<file path="config.mk">
export PLATFORM = sky130hd
export DESIGN_NAME = ex_hazard_ctrl
export DESIGN_NICKNAME = d
export VERILOG_FILES = /design/src/rtl/ex_hazard_ctrl.sv
export SDC_FILE = /design/constraint.sdc
export NUM_CORES = 1
export LEC_CHECK = 0
export CORE_UTILIZATION = 30
export CTS_CLUSTER_SIZE = 10
export DETAILED_ROUTE_END_ITERATION = 10
export GPL_ROUTABILITY_DRIVEN = 0
export PLACE_DENSITY = 0.64
export SYNTH_ARGS = -nofsm -noshare
export SYNTH_HDL_FRONTEND = slang
export SYNTH_SLANG_ARGS = --single-unit
</file>
<file path="constraint.sdc">
create_clock -name clk -period 2.9 [get_ports clk]
set_input_delay 0.725 -clock clk [delete_from_list [all_inputs] [get_ports clk]]
set_output_delay 0.725 -clock clk [all_outputs]
set_load 0.05 [all_outputs]
</file>
<file path="src/rtl/ex_hazard_ctrl.sv">
// ex_hazard_ctrl -- execute-stage hazard and forwarding controller.
//
// Tracks the destination registers of the instructions in the EX and MEM
// slots, produces registered forwarding selects for the execute-stage
// operand muxes, and stalls decode on hazards that forwarding cannot cover.
//
// Build option:
//   HAZARD_FWD_EN defined   : EX->MEM / MEM->WB forwarding. Only a load-use
//                             pair stalls, and it stalls for one cycle.
//   HAZARD_FWD_EN undefined : no forwarding. fwd selects are tied to 0 and any
//                             RAW dependency on the EX or MEM slot stalls.
//
// Ports:
//   clk, reset                 clock, synchronous active-high reset
//   id_valid                   decode holds a valid instruction
//   id_rs1/id_rs2              source register indices
//   id_use_rs1/id_use_rs2      instruction actually reads that source
//   id_rd/id_reg_write         destination index and write enable
//   id_is_load                 instruction is a load
//   flush                      kill the decode instruction (branch taken in EX)
//   mem_busy                   freeze all tracked state
//   issue  (comb)              decode instruction enters EX this cycle
//   stall  (comb)              hold PC and IF/ID
//   ex_valid (reg)             EX slot holds a real instruction
//   fwd_a_sel/fwd_b_sel (reg)  0 = register file, 1 = MEM result, 2 = WB result
//   stall_count (reg)          saturating count of stall cycles
//
// The WB slot is not stored: the register file is write-before-read, so an
// instruction in WB never needs a forward or a stall and its fields would be
// dead state.

module ex_hazard_ctrl #(
    parameter int REG_BITS = 5,
    parameter int CNT_BITS = 16
) (
    input  logic                clk,
    input  logic                reset,
    input  logic                id_valid,
    input  logic [REG_BITS-1:0] id_rs1,
    input  logic [REG_BITS-1:0] id_rs2,
    input  logic                id_use_rs1,
    input  logic                id_use_rs2,
    input  logic [REG_BITS-1:0] id_rd,
    input  logic                id_reg_write,
    input  logic                id_is_load,
    input  logic                flush,
    input  logic                mem_busy,
    output logic                issue,
    output logic                stall,
    output logic                ex_valid,
    output logic [1:0]          fwd_a_sel,
    output logic [1:0]          fwd_b_sel,
    output logic [CNT_BITS-1:0] stall_count
);

    // ------------------------------------------------------------------
    // Tracked slots
    // ------------------------------------------------------------------
    logic                ex_v_q,   ex_v_d;
    logic [REG_BITS-1:0] ex_rd_q,  ex_rd_d;
    logic                ex_rw_q,  ex_rw_d;
    logic                ex_ld_q,  ex_ld_d;

    // MEM slot never needs is_load: a load in MEM is forwarded from WB.
    logic                mem_v_q,  mem_v_d;
    logic [REG_BITS-1:0] mem_rd_q, mem_rd_d;
    logic                mem_rw_q, mem_rw_d;

    logic [1:0]          fwd_a_q,  fwd_a_d;
    logic [1:0]          fwd_b_q,  fwd_b_d;
    logic [CNT_BITS-1:0] cnt_q,    cnt_d;

    // ------------------------------------------------------------------
    // Hazard detection against EX and MEM
    // ------------------------------------------------------------------
    logic ex_wr, mem_wr;
    logic haz_ex_a, haz_ex_b, haz_mem_a, haz_mem_b;
    logic hazard;

    always_comb begin
        // A slot is a live producer only if it writes a non-zero register.
        ex_wr     = ex_v_q  & ex_rw_q  & (ex_rd_q  != '0);
        mem_wr    = mem_v_q & mem_rw_q & (mem_rd_q != '0);
        haz_ex_a  = ex_wr  & id_use_rs1 & (ex_rd_q  == id_rs1);
        haz_ex_b  = ex_wr  & id_use_rs2 & (ex_rd_q  == id_rs2);
        haz_mem_a = mem_wr & id_use_rs1 & (mem_rd_q == id_rs1);
        haz_mem_b = mem_wr & id_use_rs2 & (mem_rd_q == id_rs2);
`ifdef HAZARD_FWD_EN
        // Only a load in EX cannot be covered: its data exists after MEM.
        hazard    = ex_ld_q & (haz_ex_a | haz_ex_b);
`else
        hazard    = haz_ex_a | haz_ex_b | haz_mem_a | haz_mem_b;
`endif
    end

    // flush beats stall: a flushed instruction is dropped, never held.
    assign stall = id_valid & hazard & ~flush & ~reset;
    assign issue = id_valid & ~stall & ~flush & ~mem_busy & ~reset;

    // ------------------------------------------------------------------
    // Forward select for the instruction being issued
    // ------------------------------------------------------------------
    logic [1:0] sel_a, sel_b;

    always_comb begin
        sel_a = 2'd0;
        sel_b = 2'd0;
`ifdef HAZARD_FWD_EN
        // EX is checked first: the newest producer of a register wins.
        if (haz_ex_a)       sel_a = 2'd1;
        else if (haz_mem_a) sel_a = 2'd2;
        if (haz_ex_b)       sel_b = 2'd1;
        else if (haz_mem_b) sel_b = 2'd2;
`endif
    end

    // ------------------------------------------------------------------
    // Next state
    // ------------------------------------------------------------------
    always_comb begin
        // mem_busy freezes everything: default is hold.
        ex_v_d   = ex_v_q;
        ex_rd_d  = ex_rd_q;
        ex_rw_d  = ex_rw_q;
        ex_ld_d  = ex_ld_q;
        mem_v_d  = mem_v_q;
        mem_rd_d = mem_rd_q;
        mem_rw_d = mem_rw_q;
        fwd_a_d  = fwd_a_q;
        fwd_b_d  = fwd_b_q;
        cnt_d    = cnt_q;

        if (!mem_busy) begin
            mem_v_d  = ex_v_q;
            mem_rd_d = ex_rd_q;
            mem_rw_d = ex_rw_q;

            // A non-issued cycle inserts a bubble with clean selects.
            ex_v_d   = issue;
            ex_rd_d  = issue ? id_rd        : '0;
            ex_rw_d  = issue & id_reg_write;
            ex_ld_d  = issue & id_is_load;
            fwd_a_d  = issue ? sel_a : 2'd0;
            fwd_b_d  = issue ? sel_b : 2'd0;

            if (stall && !(&cnt_q))
                cnt_d = cnt_q + 1'b1;
        end
    end

    always_ff @(posedge clk) begin
        if (reset) begin
            ex_v_q   <= 1'b0;
            ex_rd_q  <= '0;
            ex_rw_q  <= 1'b0;
            ex_ld_q  <= 1'b0;
            mem_v_q  <= 1'b0;
            mem_rd_q <= '0;
            mem_rw_q <= 1'b0;
            fwd_a_q  <= 2'd0;
            fwd_b_q  <= 2'd0;
            cnt_q    <= '0;
        end else begin
            ex_v_q   <= ex_v_d;
            ex_rd_q  <= ex_rd_d;
            ex_rw_q  <= ex_rw_d;
            ex_ld_q  <= ex_ld_d;
            mem_v_q  <= mem_v_d;
            mem_rd_q <= mem_rd_d;
            mem_rw_q <= mem_rw_d;
            fwd_a_q  <= fwd_a_d;
            fwd_b_q  <= fwd_b_d;
            cnt_q    <= cnt_d;
        end
    end

    // The EX slot valid bit is exactly the registered ex_valid output.
    assign ex_valid    = ex_v_q;
    assign fwd_a_sel   = fwd_a_q;
    assign fwd_b_sel   = fwd_b_q;
    assign stall_count = cnt_q;

endmodule

</file>
==> out/results.ini, run 1 <==
[worst_setup_path]
cpPeakStageDelay_ps=300
arrival_ps=2130
r2r_start=ex_rd_q[0]
worstSetupStartpoint=id_rs2[0]
cpMaxStageDelayCell=nor3b_4
r2r_setup_slack_ps=670
crit_path_start_kind=input port
timing_worst_setup_path_type=in2out
crit_required_ps=2170
r2r-end=stall_count[6]
path_cells=dlygate4sd2_1 > xnor2_1 > nand4_1 > o22ai_1 > buf_4 > a22oi_4 > nor3b_4 > buf_12
critPathMaxFanout=3
end_kind=output pin
worstRegToRegCells=9

[clock_network]
clock_path_buffers=2
cts_sinks=30
root_buffer=clkbuf_8
cts_made_buffers=5
clock_latency_ps=280
cts_tree=done
cts_max_level=2
clkTransAtPathRegs_ps=60

[routing]
ant_nets=0
first_pass_iters=4
vias=1567
wl_per_cell_um=13.31
via_per_inst=5.071
initialDrtViolationCount=120
wirelength_um=4112
drt_drc_violations_left=0

[synthesis]
synth_seq_cells=30
yosys_warnings=0
syn_area_per_cell_um2=8.830
synth_cell_types=37
synth_edf_count=0
synthArstFlopShare=0
syn_inst=191
ys_seq_area_frac=0.3561
syn_area_um2=1687
ys.flop_type=dfxtp_1

[finish]
nFillCells=537
syn_to_final_growth_pct=37.02
final_nets=263
layout_common_cells=dfxtp_1 (30), clkdlybuf4s50_1 (29), xnor2_1 (19)
final_common_cell=dfxtp_1
drive_gt1_frac=0.1088
diodes=0

[timing]
whs_ps=487.9
finalClockSkew_ps=5.260
period_share=0.9859
layout_min_cycle_time_ps=2859
fmax_ghz=0.3498
fin_setup_tns_ps=0
slew_headroom=0.6608
tightest_slew_ps=507.2
hold_viol=0
finalSetupViolations=0
drv_slew=0

[floorplanning]
die_y_um=76.98
initial_core_util=0.3200
io_pins=47
dieWidth_um=76.98
die_area_um2=5926
core_um2=5270
num_rows=26

[global_route]
grt-ovfl-total=0
grt_use_total=0.1433
grt_pass1_vias=1452
grt_max_degree=26
grt_pass1_wl_um=6775
antenna_found_initial=0

[pwr]
p_per_area_nw_per_um2=375.2
p_comb_frac=0.113
p_seq_frac=0.486
internal_power_w=0.0006557
clkPwrFrac=0.400
leakagePower_nw=0.8316
p_switching_w=0.0002113
power_w=0.0008670
peakVddDrop_uv=156.3
p_sw_frac=0.2437

[worst_hold_path]
min_path_type=reg2reg
hold_start=stall_count[14]
hold_depth=2
min_to=stall_count[14]

[place]
io_buffers=41
post-dp-hpwl_um=2888

[flow_run]
cap_violations=0

[status]
outcome=finished, final reports clean

==> worst max-delay path by stage <==
stage               slack [ps]     to  depth (start not counted)
floorplan                  100  stall                          7
global placement          -210  issue                          8
detailed placement        -220  issue                          8
CTS                         30  issue                          8
global route                -1  issue                          8
finish                      40  issue                          8
==> kinds of logic (layout without fill, tap and decap cells) <==
logic type,count (synthesis),count (layout),synth area share
adder cells (fa/ha/maj),1,1,0.007417
flip-flops,30,30,0.3561
multiplexers,9,9,0.05416
buffers and inverters,21,66,0.06603
AO/OA/AOI/OAI,46,46,0.1981
other,1,4,0.002223
XOR/XNOR,20,20,0.1039
AND/OR/NAND/NOR,63,63,0.2122
==> synth_stat cells, types with 3 or more instances <==
cell        n  area, um2
buf_4       4      30.03
nand4_1     9      56.30
nand3_1     3      15.01
and2_1      3      18.77
clkbuf_1    7      26.28
xnor2_1    20      175.2
dfxtp_1    30      600.6
o2111ai_1   4      35.03
nor3_1      3      15.01
or3_1       3      18.77
a21oi_1    14      70.07
mux2i_1     8      80.08
o21ai_0     3      15.01
nor2_1     12      45.04
nand2_1    12      45.04
inv_1       6      22.52
o31ai_1    11      82.58
a22o_1      6      52.55
or4_1       8      60.06
==> registers in the layout, indices dropped and copies added (netlist names) <==
signal,flops
stall_count,16
mem_rw_q,1
mem_v_q,1
ex_rd_q,5
mem_rd_q,5
ex_valid,1
ex_rw_q,1
==> layer usage <==
metal	wire length [um]	GRT usage	up-vias
li1	-	-	791
met1	2064	0.2007	734
met2	1807	0.2063	37
met3	182	0.04167	5
met4	57	0.05094	0
met5	0	0	-
==> worst max-delay path, delay by kind of cell <==
family / cells / cell delay (ps)
AND/OR/NAND/NOR: 2 / 400
AO/OA/AOI/OAI: 2 / 270
buffers and inverters: 3 / 600
XOR/XNOR: 1 / 140
==> stage by stage <==
stage	setup slack, ps	instances	util	cell area [um2]
finish	40.94	309	0.4385	2311
global placement	-207.3	299	0.4169	2197
global route	-0.9646	309	0.4385	2311
floorplan	95.93	194	-	1700
CTS	31.27	309	0.4368	2302
detailed placement	-219.4	299	0.4169	2197
==> final cells by class <==
cell class                 instances  area [um2]  share of cell area
inverter                           6       22.52            0.009746
timing repair buffer              52       501.7              0.2171
clock buffer                       7       86.33             0.03736
sequential                        30       600.6              0.2599
clock inverter                     1       5.005            0.002166
multi-input combinational        143        1007              0.4358
tap                               70       87.58             0.03790
==> what timing repair did <==
item / CTS / global route
pin swaps: 2 / 2
setup endpoints to repair: 2 / 2
gates resized for setup: 12 / 2
hold buffers: 0 / 0
setup buffers: 2 / 0
==> power groups by stage <==
stage / Sequential (W) / Clock (W) / Combinational (W)
after floorplan: 0.000431 / 0 / 0.0000580
after global placement: 0.000431 / 0 / 0.000101
after detailed placement: 0.000431 / 0 / 0.000101
after CTS: 0.000422 / 0.000353 / 0.0000975
after global routing: 0.000422 / 0.000375 / 0.000105
final: 0.000422 / 0.000347 / 0.0000981
(Power assumes the default switching activity.)
==> run 2: changes to the inputs <==
--- a/config.mk
+++ b/config.mk
@@ -5,11 +5,11 @@
 export SDC_FILE = /design/constraint.sdc
 export NUM_CORES = 1
 export LEC_CHECK = 0
-export CORE_UTILIZATION = 30
+export CORE_UTILIZATION = 48
 export CTS_CLUSTER_SIZE = 10
 export DETAILED_ROUTE_END_ITERATION = 10
 export GPL_ROUTABILITY_DRIVEN = 0
-export PLACE_DENSITY = 0.64
+export PLACE_DENSITY = 0.9
 export SYNTH_ARGS = -nofsm -noshare
 export SYNTH_HDL_FRONTEND = slang
 export SYNTH_SLANG_ARGS = --single-unit
==> run 2 against run 1 <==
Compared with the run above: cell count fell by 8.4%; final area decreased by 2.1%; critical path type unchanged; sequential share of layout area is 0.71 points higher; setup slack got worse by 13 ps; flip-flop and latch count unchanged; via count is 5.7% higher; hold slack better by 9.0 ps; clock power is 24% lower.
==> out/results.ini, run 2 (synthesis results as in run 1) <==
[status]
outcome=finished, final reports clean

[worst_setup_path]
r2r_start=stall_count[2]
r2r_setup_slack_ps=800
end_kind=output pin
crit_required_ps=2170
path_cells=dlygate4sd2_1 > xnor2_1 > nand4_1 > o22ai_2 > a22oi_4 > buf_4 > nor2_4 > buf_12
r2r-end=stall_count[9]
critPathMaxFanout=4
worstSetupStartpoint=id_rs1[3]
timing.critical_path.to=stall
arrival_ps=2150
cpMaxStageDelayCell=dlygate4sd2_1
timing_worst_setup_path_type=in2out
crit_path_start_kind=input port
cpPeakStageDelay_ps=270
worstRegToRegCells=6

[finish]
nFillCells=275
syn_to_final_growth_pct=34.20
layout.area.seq_um2=604.3
fin_cells=283
final_core_util=0.6730
final_nets=261
diodes=0
drive_gt1_frac=0.1181
largest_reg_flops=16
multi_input_area_um2=1033
layout_common_cells=dfxtp_1 (29), clkdlybuf4s50_1 (29), xnor2_1 (20)

[place]
dp.cells=272
post-dp-hpwl_um=2818
io_buffers=41

[floorplanning]
die_y_um=61.28
num_rows=21
initial_core_util=0.5015
die_area_um2=3755
core_um2=3363
io_pins=47
dieWidth_um=61.28

[pwr]
clkPwrFrac=0.335
power_w=0.0007824
p_seq_frac=0.538
internal_power_w=0.0005800
leakagePower_nw=0.7968
peakVddDrop_uv=207.3
p_per_area_nw_per_um2=345.7
p_switching_w=0.0002025
p_sw_frac=0.2588
p_comb_frac=0.128

[clock_network]
cts_max_level=2
cts_sinks=30
cts_hold_buf=0
clock_path_buffers=2
cts_made_buffers=5
clock_latency_ps=330
cts_tree=done
clkTransAtPathRegs_ps=90
root_buffer=clkbuf_4

[global_route]
grt_use_total=0.2335
grt_max_degree=26
grt-ovfl-total=0
antenna_found_initial=0
grt_pass1_wl_um=6348
grt_pass1_vias=1361

[routing]
vias=1657
wl_per_cell_um=15.17
via_per_inst=5.855
initialDrtViolationCount=66
ant_nets=0
drt_drc_violations_left=0
first_pass_iters=4
wirelength_um=4293

[timing]
drv_slew=0
fin_setup_tns_ps=0
fmax_ghz=0.3482
tightest_slew_ps=501.9
hold_viol=0
slew_headroom=0.6644
period_share=0.9904
finalClockSkew_ps=12.90
layout_min_cycle_time_ps=2872
whs_ps=496.9
rsz0062_at_grt=true
finalSetupViolations=0

[flow_run]
cap_violations=0

[worst_hold_path]
min_path_type=reg2reg

-- run 2: changes by cell type in the layout (fill, tap and decap cells not counted), moves of 2 or more --
cell      change
buf_4         -2
o311a_4       +2
o311a_1       -2
clkbuf_4      +5
clkbuf_8      -5
-- run 2: worst min-delay path by stage --
stage	start	to	slack [ps]	depth (start not counted)
after detailed placement	stall_count[14]	stall_count[14]	480	2
final	stall_count[5]	stall_count[5]	500	2
after global routing	stall_count[14]	stall_count[14]	510	2
after floorplan	ex_rw_q	ex_rw_q	460	1
after global placement	stall_count[5]	stall_count[5]	480	2
after CTS	stall_count[14]	stall_count[14]	500	2
-- run 2: worst max-delay path, delay by kind of cell --
family                    cells  cell delay (ps)
xor gates and xnor gates      1              220
AOI/OAI and AO/OA             2              340
and+or+nand+nor               2              280
buffers and inverters         3              580
-- run 2: layout make-up --
cell class,count,share of cell area
Inverter,6,0.009950
Clock inverter,1,0.002211
Multi-Input combinational cell,143,0.4566
Timing Repair Buffer,50,0.2145
Tap cell,46,0.02543
Clock buffer,7,0.02432
Sequential cell,30,0.2670
-- run 2: what timing repair did --
item | 4_1_cts | 5_1_grt
gates resized for setup | 12 | 6
pin swaps | 2 | 3
setup endpoints to repair | 2 | 2
buffers inserted | 1 | 2
-- run 2: power by group through the flow --
stage	logic, W	clock network [W]	registers (W)
6_report	0.0000999	0.000262	0.000421
5_1_grt	0.000106	0.000288	0.000422
4_1_cts	0.0000965	0.000268	0.000421
3_5_place_dp	0.0000996	0	0.000430
3_3_place_gp	0.0000976	0	0.000430
2_1_floorplan	0.0000580	0	0.000431
-- run 2: layer usage --
metal,wire (um),global-route usage,vias up
li1,-,-,786
met1,1936,0.3212,776
met2,1912,0.3292,77
met3,274,0.05672,18
met4,169,0.1396,0
met5,0,0,-
-- run 2: per-stage QoR --
step           setup WS (ps)  instance area [um2]
6_report               27.91                 2263
5_1_grt               -34.51                 2263
4_1_cts               -4.303                 2212
3_5_place_dp          -167.7                 2145
3_3_place_gp          -119.2                 2145
2_1_floorplan          95.93                 1700
